[src/rtl/ps2_key_matrix_pkg.sv]
// Shared types and fixed layout tables for the PS/2-to-keyboard-matrix emulator.
package ps2_key_matrix_pkg;

  localparam int HOLD_W     = 2;
  localparam int JOY_PORTS  = 2;
  localparam int LOCK_KEYS  = 1;
  localparam int LOCK_IDX_W = 1;

  typedef struct packed {
    logic [2:0] row;
    logic [2:0] col;
  } key_pos_t;

  typedef struct packed {
    logic                  valid;
    logic                  is_lock;
    logic [LOCK_IDX_W-1:0] lock_idx;
    key_pos_t              pos;
  } keymap_entry_t;

  // Per port, index = joystick bit: 0 right, 1 left, 2 down, 3 up, 4 fire.
  localparam key_pos_t JOY_POS [JOY_PORTS][5] = '{
    '{'{3'd6, 3'd2}, '{3'd6, 3'd1}, '{3'd6, 3'd3}, '{3'd6, 3'd4}, '{3'd6, 3'd0}},
    '{'{3'd7, 3'd2}, '{3'd7, 3'd1}, '{3'd7, 3'd3}, '{3'd7, 3'd4}, '{3'd7, 3'd0}}
  };

  localparam logic [2:0] LOCK_COL [LOCK_KEYS] = '{3'd4};

  function automatic keymap_entry_t key_at(input int r, input int c);
    keymap_entry_t e;
    e         = '0;
    e.valid   = 1'b1;
    e.pos.row = 3'(r);
    e.pos.col = 3'(c);
    return e;
  endfunction

  function automatic keymap_entry_t lock_key(input int idx);
    keymap_entry_t e;
    e          = '0;
    e.valid    = 1'b1;
    e.is_lock  = 1'b1;
    e.lock_idx = LOCK_IDX_W'(idx);
    return e;
  endfunction

endpackage

[src/rtl/ps2_keymap_rom.sv]
// Registered {extended, scancode} to matrix position lookup holding the TI console layout.
module ps2_keymap_rom
  import ps2_key_matrix_pkg::*;
(
  input  logic          clk_i,
  input  logic          reset_n_i,
  input  logic [8:0]    code_i,
  output keymap_entry_t entry_o
);

  keymap_entry_t entry_d;

  always_comb begin
    entry_d = '0;
    case (code_i)
      9'h01C:  entry_d = key_at(5, 2);  // a
      9'h01B:  entry_d = key_at(1, 2);  // s
      9'h023:  entry_d = key_at(2, 2);  // d
      9'h02B:  entry_d = key_at(3, 2);  // f
      9'h015:  entry_d = key_at(5, 3);  // q
      9'h01D:  entry_d = key_at(1, 3);  // w
      9'h024:  entry_d = key_at(2, 3);  // e
      9'h02D:  entry_d = key_at(3, 3);  // r
      9'h016:  entry_d = key_at(5, 4);  // 1
      9'h01E:  entry_d = key_at(1, 4);  // 2
      9'h029:  entry_d = key_at(1, 0);  // space
      9'h05A:  entry_d = key_at(2, 0);  // enter
      9'h012:  entry_d = key_at(4, 0);  // shift
      9'h014:  entry_d = key_at(0, 1);  // ctrl
      9'h111:  entry_d = key_at(3, 0);  // right alt as fctn
      9'h058:  entry_d = lock_key(0);   // caps lock as alpha lock
      default: entry_d = '0;
    endcase
  end

  always_ff @(posedge clk_i or negedge reset_n_i) begin
    if (!reset_n_i) entry_o <= '0;
    else            entry_o <= entry_d;
  end

endmodule

[src/rtl/ps2_key_matrix.sv]
// PS/2 key events to TI-style scanned key matrix with joystick merge and lock keys.
// Build option: define KBD_MIN_HOLD_EN for minimum press visibility (hold counters).
module ps2_key_matrix
  import ps2_key_matrix_pkg::*;
#(
  parameter int ROWS       = 8,
  parameter int COLS       = 8,
  parameter int NUM_JOY    = 2,
  parameter int NUM_LOCK   = 1,
  parameter int HOLD_TICKS = 2
) (
  input  logic                 clk_i,
  input  logic                 reset_n_i,
  input  logic [10:0]          ps2_key_i,
  input  logic                 tick_i,
  input  logic                 release_all_i,
  input  logic [NUM_JOY*5-1:0] joy_i,
  input  logic [ROWS-1:0]      row_sel_n_i,
  input  logic [NUM_LOCK-1:0]  lock_sel_n_i,
  output logic [COLS-1:0]      col_n_o,
  output logic [NUM_LOCK-1:0]  lock_o
);

  // ps2_key_i is a toggle interface: each flip of bit 10 announces one event,
  // bits 9:0 are valid in that cycle and there is no backpressure. The first
  // cycle after reset only adopts the toggle level so stale flips are dropped.
  logic          tog_q, armed_q, evt_q, pressed_q, evt_now;
  keymap_entry_t ent_q;
  logic          upd_key, upd_lock;

  assign evt_now = armed_q && (ps2_key_i[10] != tog_q);

  always_ff @(posedge clk_i or negedge reset_n_i) begin
    if (!reset_n_i) begin
      tog_q     <= 1'b0;
      armed_q   <= 1'b0;
      evt_q     <= 1'b0;
      pressed_q <= 1'b0;
    end else begin
      tog_q     <= ps2_key_i[10];
      armed_q   <= 1'b1;
      evt_q     <= evt_now;
      pressed_q <= ps2_key_i[9];
    end
  end

  ps2_keymap_rom u_rom (
    .clk_i     (clk_i),
    .reset_n_i (reset_n_i),
    .code_i    (ps2_key_i[8:0]),
    .entry_o   (ent_q)
  );

  assign upd_key  = evt_q && ent_q.valid && !ent_q.is_lock;
  assign upd_lock = evt_q && ent_q.valid && ent_q.is_lock && pressed_q;

  logic [ROWS-1:0][COLS-1:0] key_q, key_d;
  logic [NUM_LOCK-1:0]       lock_d;

`ifdef KBD_MIN_HOLD_EN
  logic [ROWS-1:0][COLS-1:0][HOLD_W-1:0] cnt_q, cnt_d;
  logic [ROWS-1:0][COLS-1:0]             pend_q, pend_d;

  // Per key: deferred release, then the event, then the tick decrement.
  always_comb begin
    key_d  = key_q;
    cnt_d  = cnt_q;
    pend_d = pend_q;
    for (int r = 0; r < ROWS; r++) begin
      for (int c = 0; c < COLS; c++) begin
        if (pend_q[r][c] && cnt_q[r][c] == '0) begin
          key_d[r][c]  = 1'b0;
          pend_d[r][c] = 1'b0;
        end
        if (upd_key && int'(ent_q.pos.row) == r && int'(ent_q.pos.col) == c) begin
          if (pressed_q) begin
            key_d[r][c]  = 1'b1;
            cnt_d[r][c]  = HOLD_W'(HOLD_TICKS);
            pend_d[r][c] = 1'b0;
          end else if (cnt_q[r][c] == '0) begin
            key_d[r][c]  = 1'b0;
          end else begin
            pend_d[r][c] = 1'b1;
          end
        end
        if (tick_i && cnt_d[r][c] != '0) cnt_d[r][c] = cnt_d[r][c] - HOLD_W'(1);
      end
    end
    if (release_all_i) begin
      key_d  = '0;
      cnt_d  = '0;
      pend_d = '0;
    end
  end

  always_ff @(posedge clk_i or negedge reset_n_i) begin
    if (!reset_n_i) begin
      cnt_q  <= '0;
      pend_q <= '0;
    end else begin
      cnt_q  <= cnt_d;
      pend_q <= pend_d;
    end
  end
`else
  always_comb begin
    key_d = key_q;
    for (int r = 0; r < ROWS; r++) begin
      for (int c = 0; c < COLS; c++) begin
        if (upd_key && int'(ent_q.pos.row) == r && int'(ent_q.pos.col) == c)
          key_d[r][c] = pressed_q;
      end
    end
    if (release_all_i) key_d = '0;
  end

  logic unused_hold_cfg;
  assign unused_hold_cfg = tick_i ^ (HOLD_TICKS != 0);
`endif

  always_comb begin
    lock_d = lock_o;
    for (int l = 0; l < NUM_LOCK; l++) begin
      if (upd_lock && int'(ent_q.lock_idx) == l) lock_d[l] = ~lock_o[l];
    end
  end

  logic [ROWS-1:0][COLS-1:0] joy_at;
  logic [COLS-1:0]           col_hit;

  always_comb begin
    joy_at = '0;
    for (int p = 0; p < NUM_JOY; p++) begin
      for (int b = 0; b < 5; b++) begin
        if (joy_i[p*5+b]) joy_at[JOY_POS[p][b].row][JOY_POS[p][b].col] = 1'b1;
      end
    end
  end

  always_comb begin
    col_hit = '0;
    for (int r = 0; r < ROWS; r++) begin
      if (!row_sel_n_i[r]) col_hit = col_hit | key_q[r] | joy_at[r];
    end
    for (int l = 0; l < NUM_LOCK; l++) begin
      if (!lock_sel_n_i[l] && lock_o[l]) col_hit[LOCK_COL[l]] = 1'b1;
    end
  end

  always_ff @(posedge clk_i or negedge reset_n_i) begin
    if (!reset_n_i) begin
      key_q   <= '0;
      lock_o  <= '0;
      col_n_o <= '1;
    end else begin
      key_q   <= key_d;
      lock_o  <= lock_d;
      col_n_o <= ~col_hit;
    end
  end

endmodule

[config.mk]
export PLATFORM = sky130hd
export DESIGN_NAME = ps2_key_matrix
export DESIGN_NICKNAME = d
export VERILOG_FILES = /design/src/rtl/ps2_key_matrix_pkg.sv /design/src/rtl/ps2_keymap_rom.sv /design/src/rtl/ps2_key_matrix.sv
export SDC_FILE = /design/constraint.sdc
export NUM_CORES = 1
export LEC_CHECK = 0
export ABC_AREA = 1
export ABC_CLOCK_PERIOD_IN_PS = 2300
export BUFFER_PORTS_ARGS = -buffer_cell sky130_fd_sc_hd__buf_2
export CAP_MARGIN = 20
export CELL_PAD_IN_SITES_DETAIL_PLACEMENT = 1
export CELL_PAD_IN_SITES_GLOBAL_PLACEMENT = 1
export CORE_ASPECT_RATIO = 1.2
export CORE_MARGIN = 3
export CORE_UTILIZATION = 46
export CTS_CLUSTER_DIAMETER = 30
export CTS_CLUSTER_SIZE = 40
export DETAILED_ROUTE_END_ITERATION = 16
export HOLD_SLACK_MARGIN = 0.06
export PLACE_DENSITY_LB_ADDON = 0.05
export SLEW_MARGIN = 0
export SYNTH_ARGS = -nofsm -noshare
export SYNTH_HDL_FRONTEND = slang
export SYNTH_HIERARCHICAL = 1
export SYNTH_SLANG_ARGS = --single-unit
[constraint.sdc]
create_clock -name clk_i -period 2.3 [get_ports clk_i]
set_clock_uncertainty 0.05 [all_clocks]
set_input_delay 0.115 -clock clk_i [delete_from_list [all_inputs] [get_ports clk_i]]
set_output_delay 0.115 -clock clk_i [all_outputs]
set_load 0.01 [all_outputs]
==> results.py <==
metrics = {
    "timing": {
        "slew-limit-headroom": 0.514,
        "finalSetupViolCount": 0,
        "worst_pin_slew_ns": 0.727,
        "min_period_over_period": 0.883,
        "rsz0062_at_grt": "false",
        "clock.fmax_mhz": 492,
        "finalSetupTns_ns": 0,
        "fin_crit_ns": 2.03,
        "hold_slack_ns": 0.0649,
        "maxSlewViolCount": 0,
        "setup_slack_ns": 0.268,
        "finalHoldViolCount": 0,
    },
    "grt": {
        "grt_pass1_vias": 5029,
        "antenna_found_initial": 0,
        "grt-ovfl-total": 0,
        "grt_util_all_layers": 0.263,
        "met1_usage": 0.327,
        "grt_busiest_layer": "met2",
        "grt_pass1_wl_um": 24800,
        "met3_usage": 0.0416,
        "grt_use_met2": 0.454,
        "grt_max_degree": 65,
    },
    "critical_path": {
        "path_cells": "dlygate4sd3_1 -> buf_2 -> nand2_1 -> dlygate4sd3_1 -> nor4_1 -> dlygate4sd3_1",
        "crit_arrival_ns": 2.26,
        "cp_common_cell": "dlygate4sd3_1",
        "cp_top_family": "buffers and inverters",
        "end_kind": "flip-flop",
        "cp_slowest_cell": "dlygate4sd3_1",
        "path_class": "in -> reg",
        "reg2reg_slack_ns": 0.63,
        "critPathBufInv": 4,
        "crit_path_start_kind": "input port",
        "cp_max_fo": 2,
        "worstPathRequired_ns": 2.53,
        "critPathMaxStageDelay_ns": 0.59,
    },
    "placement": {
        "routabilityCongestion": 0.808,
        "preCtsSetupSlack_ns": 0.655,
        "placedCellCount": 877,
        "port_buffers": 41,
        "dp.final_hpwl_um": 9810,
    },
    "floorplanning": {
        "initial_core_util": 0.481,
        "rows": 40,
        "die_y_um": 119,
        "dieArea_sq_mm": 0.0120,
        "chipWidth_um": 100,
        "core-area_sq_mm": 0.0102,
        "io_pins": 43,
    },
    "clocking": {
        "cts_hold_buffers": 13,
        "cts_tree": "done",
        "insertion_delay_ns": 0.34,
        "cts.sinks": 85,
        "ctsResizeCount": 0,
        "cts_htree_levels": 3,
        "root_buffer": "clkbuf_16",
        "clk_pin_slew_ns": 0.06,
        "clock_path_buffers": 2,
        "cts_made_buffers": 9,
        "post_cts_buffers": 0,
    },
    "layout": {
        "multi_input_area_sq_mm": 0.00221,
        "stdcell_count": 906,
        "fill_cells": 1369,
        "post-route-util": 0.556,
        "antenna_cells": 0,
        "area_growth_pct": 15.6,
        "layout.nets": 809,
        "final_cell_mix": "nand2_1 (338), inv_1 (91), nand3_1 (81)",
        "mostFrequentLayoutCell": "nand2_1",
        "layout.area.seq_sq_mm": 0.00214,
        "drive_gt1_frac": 0.140,
    },
    "outcome": {
        "status": "completed",
    },
    "yosys": {
        "synth_fp_nets": 759,
        "ys_types": 31,
        "synthesis.area_sq_mm": 0.00491,
        "synth_top_area_cell": "dfrtp_1",
        "synth_seq_area_share": 0.435,
        "yosys.area.top_type_share": 0.392,
        "synth_cells": 725,
        "syn_area_per_cell_sq_um": 6.77,
        "synth_seq_cells": 85,
        "ys_warn_count": 6,
        "synthTopCellsByArea": "dfrtp_1 (39%), nand2_1 (26%), nand3_1 (8.3%)",
    },
    "detailed_routing": {
        "vias": 4787,
        "via_per_inst": 5.28,
        "drt_iter0_drc": 254,
        "wl_um": 14900,
        "wl_per_cell_um": 16.4,
        "drc": 0,
        "ant_nets": 0,
        "drtPass1Iterations": 4,
    },
    "hold_path": {
        "hold_class": "in -> reg",
    },
    "job": {
        "drv_cap": 0,
    },
    "power_and_ir_drop": {
        "powerDensity_mw_per_mm2": 593,
        "peakVddDrop_uv": 318,
        "leakagePower_nw": 3.30,
    },
}
synth_stat cells:
master / count
inv_1: 92
nand2_4: 1
nand3_2: 3
clkbuf_1: 8
nor3_4: 1
a21oi_2: 1
nor3_2: 1
dfrtp_1: 77
nor2_4: 1
o211ai_1: 1
xor2_1: 1
buf_6: 4
dfstp_2: 8
nand3b_1: 1
nand4_1: 17
nor2_1: 34
inv_2: 4
nand2_2: 1
clkbuf_8: 3
nor4_1: 1
nand3_4: 1
o21ai_0: 10
nor2_2: 11
o21ai_2: 1
nand3_1: 81
o21ai_1: 1
buf_2: 13
conb_1: 2
nand2_1: 339
buf_4: 3
nor3_1: 3
layout make-up:
type,count,share of cell area
inverter,96,0.0635
multi-input combinational,513,0.390
sequential,85,0.377
clock buffer,10,0.0421
tap,126,0.0278
clock inverter,6,0.0152
timing repair buffer,70,0.0851
final timing paths:
check	depth (start not counted)	to	startpoint
worst max-delay path	6	u_rom/entry_o[7]	ps2_key_i[6]
max in group asynchronous	3	col_n_o[3]	reset_n_i
worst min-delay path	4	col_n_o[3]	joy_i[7]
min in group asynchronous	2	key_q[52]	reset_n_i
worst max register to register	7	key_q[22]	u_rom/entry_o[5]
worst min register to register	3	col_n_o[6]	key_q[22]
stage by stage:
step	power (mW)	instance area, sq um
after floorplan	1.65	4910
final	3.36	5670
after detailed placement	1.77	5220
after global placement	1.77	5220
after global routing	3.48	5670
after CTS	3.38	5670
state kept, by name, indices dropped and copies added, names as in the netlist:
name           cells
armed_q            1
lock_o             1
u_rom/entry_o      8
pressed_q          1
key_q             64
col_n_o            8
evt_q              1
tog_q              1
kinds of logic after synthesis:
family / Yosys count / share of synthesized area
compound gates: 14 / 0.0163
xor+xnor: 1 / 0.00178
other cells: 2 / 0.00153
buf+inv: 127 / 0.115
simple gates: 496 / 0.430
flops: 85 / 0.435
tightest hold or removal path: stages:
cell and delay (ns):
buf_2 0.09, o21ai_0 0.07, nand4_1 0.12, nor2_1 0.05
layer usage:
| layer | up-vias | part of all wire |
|---|---|---|
| li1 | 2303 | - |
| met1 | 2343 | 0.42 |
| met2 | 109 | 0.51 |
| met3 | 32 | 0.048 |
| met4 | 0 | 0.028 |
| met5 | - | 0 |
power by group:
part | total [mW] | switching (mW) | leakage [nW] | internal (mW)
clock network | 1.60 | 0.622 | 0.158 | 0.979
logic | 0.239 | 0.168 | 2.00 | 0.0716
registers | 1.52 | 0.00790 | 1.15 | 1.51
total | 3.36 | 0.797 | 3.30 | 2.57
(Power assumes the default switching activity.)
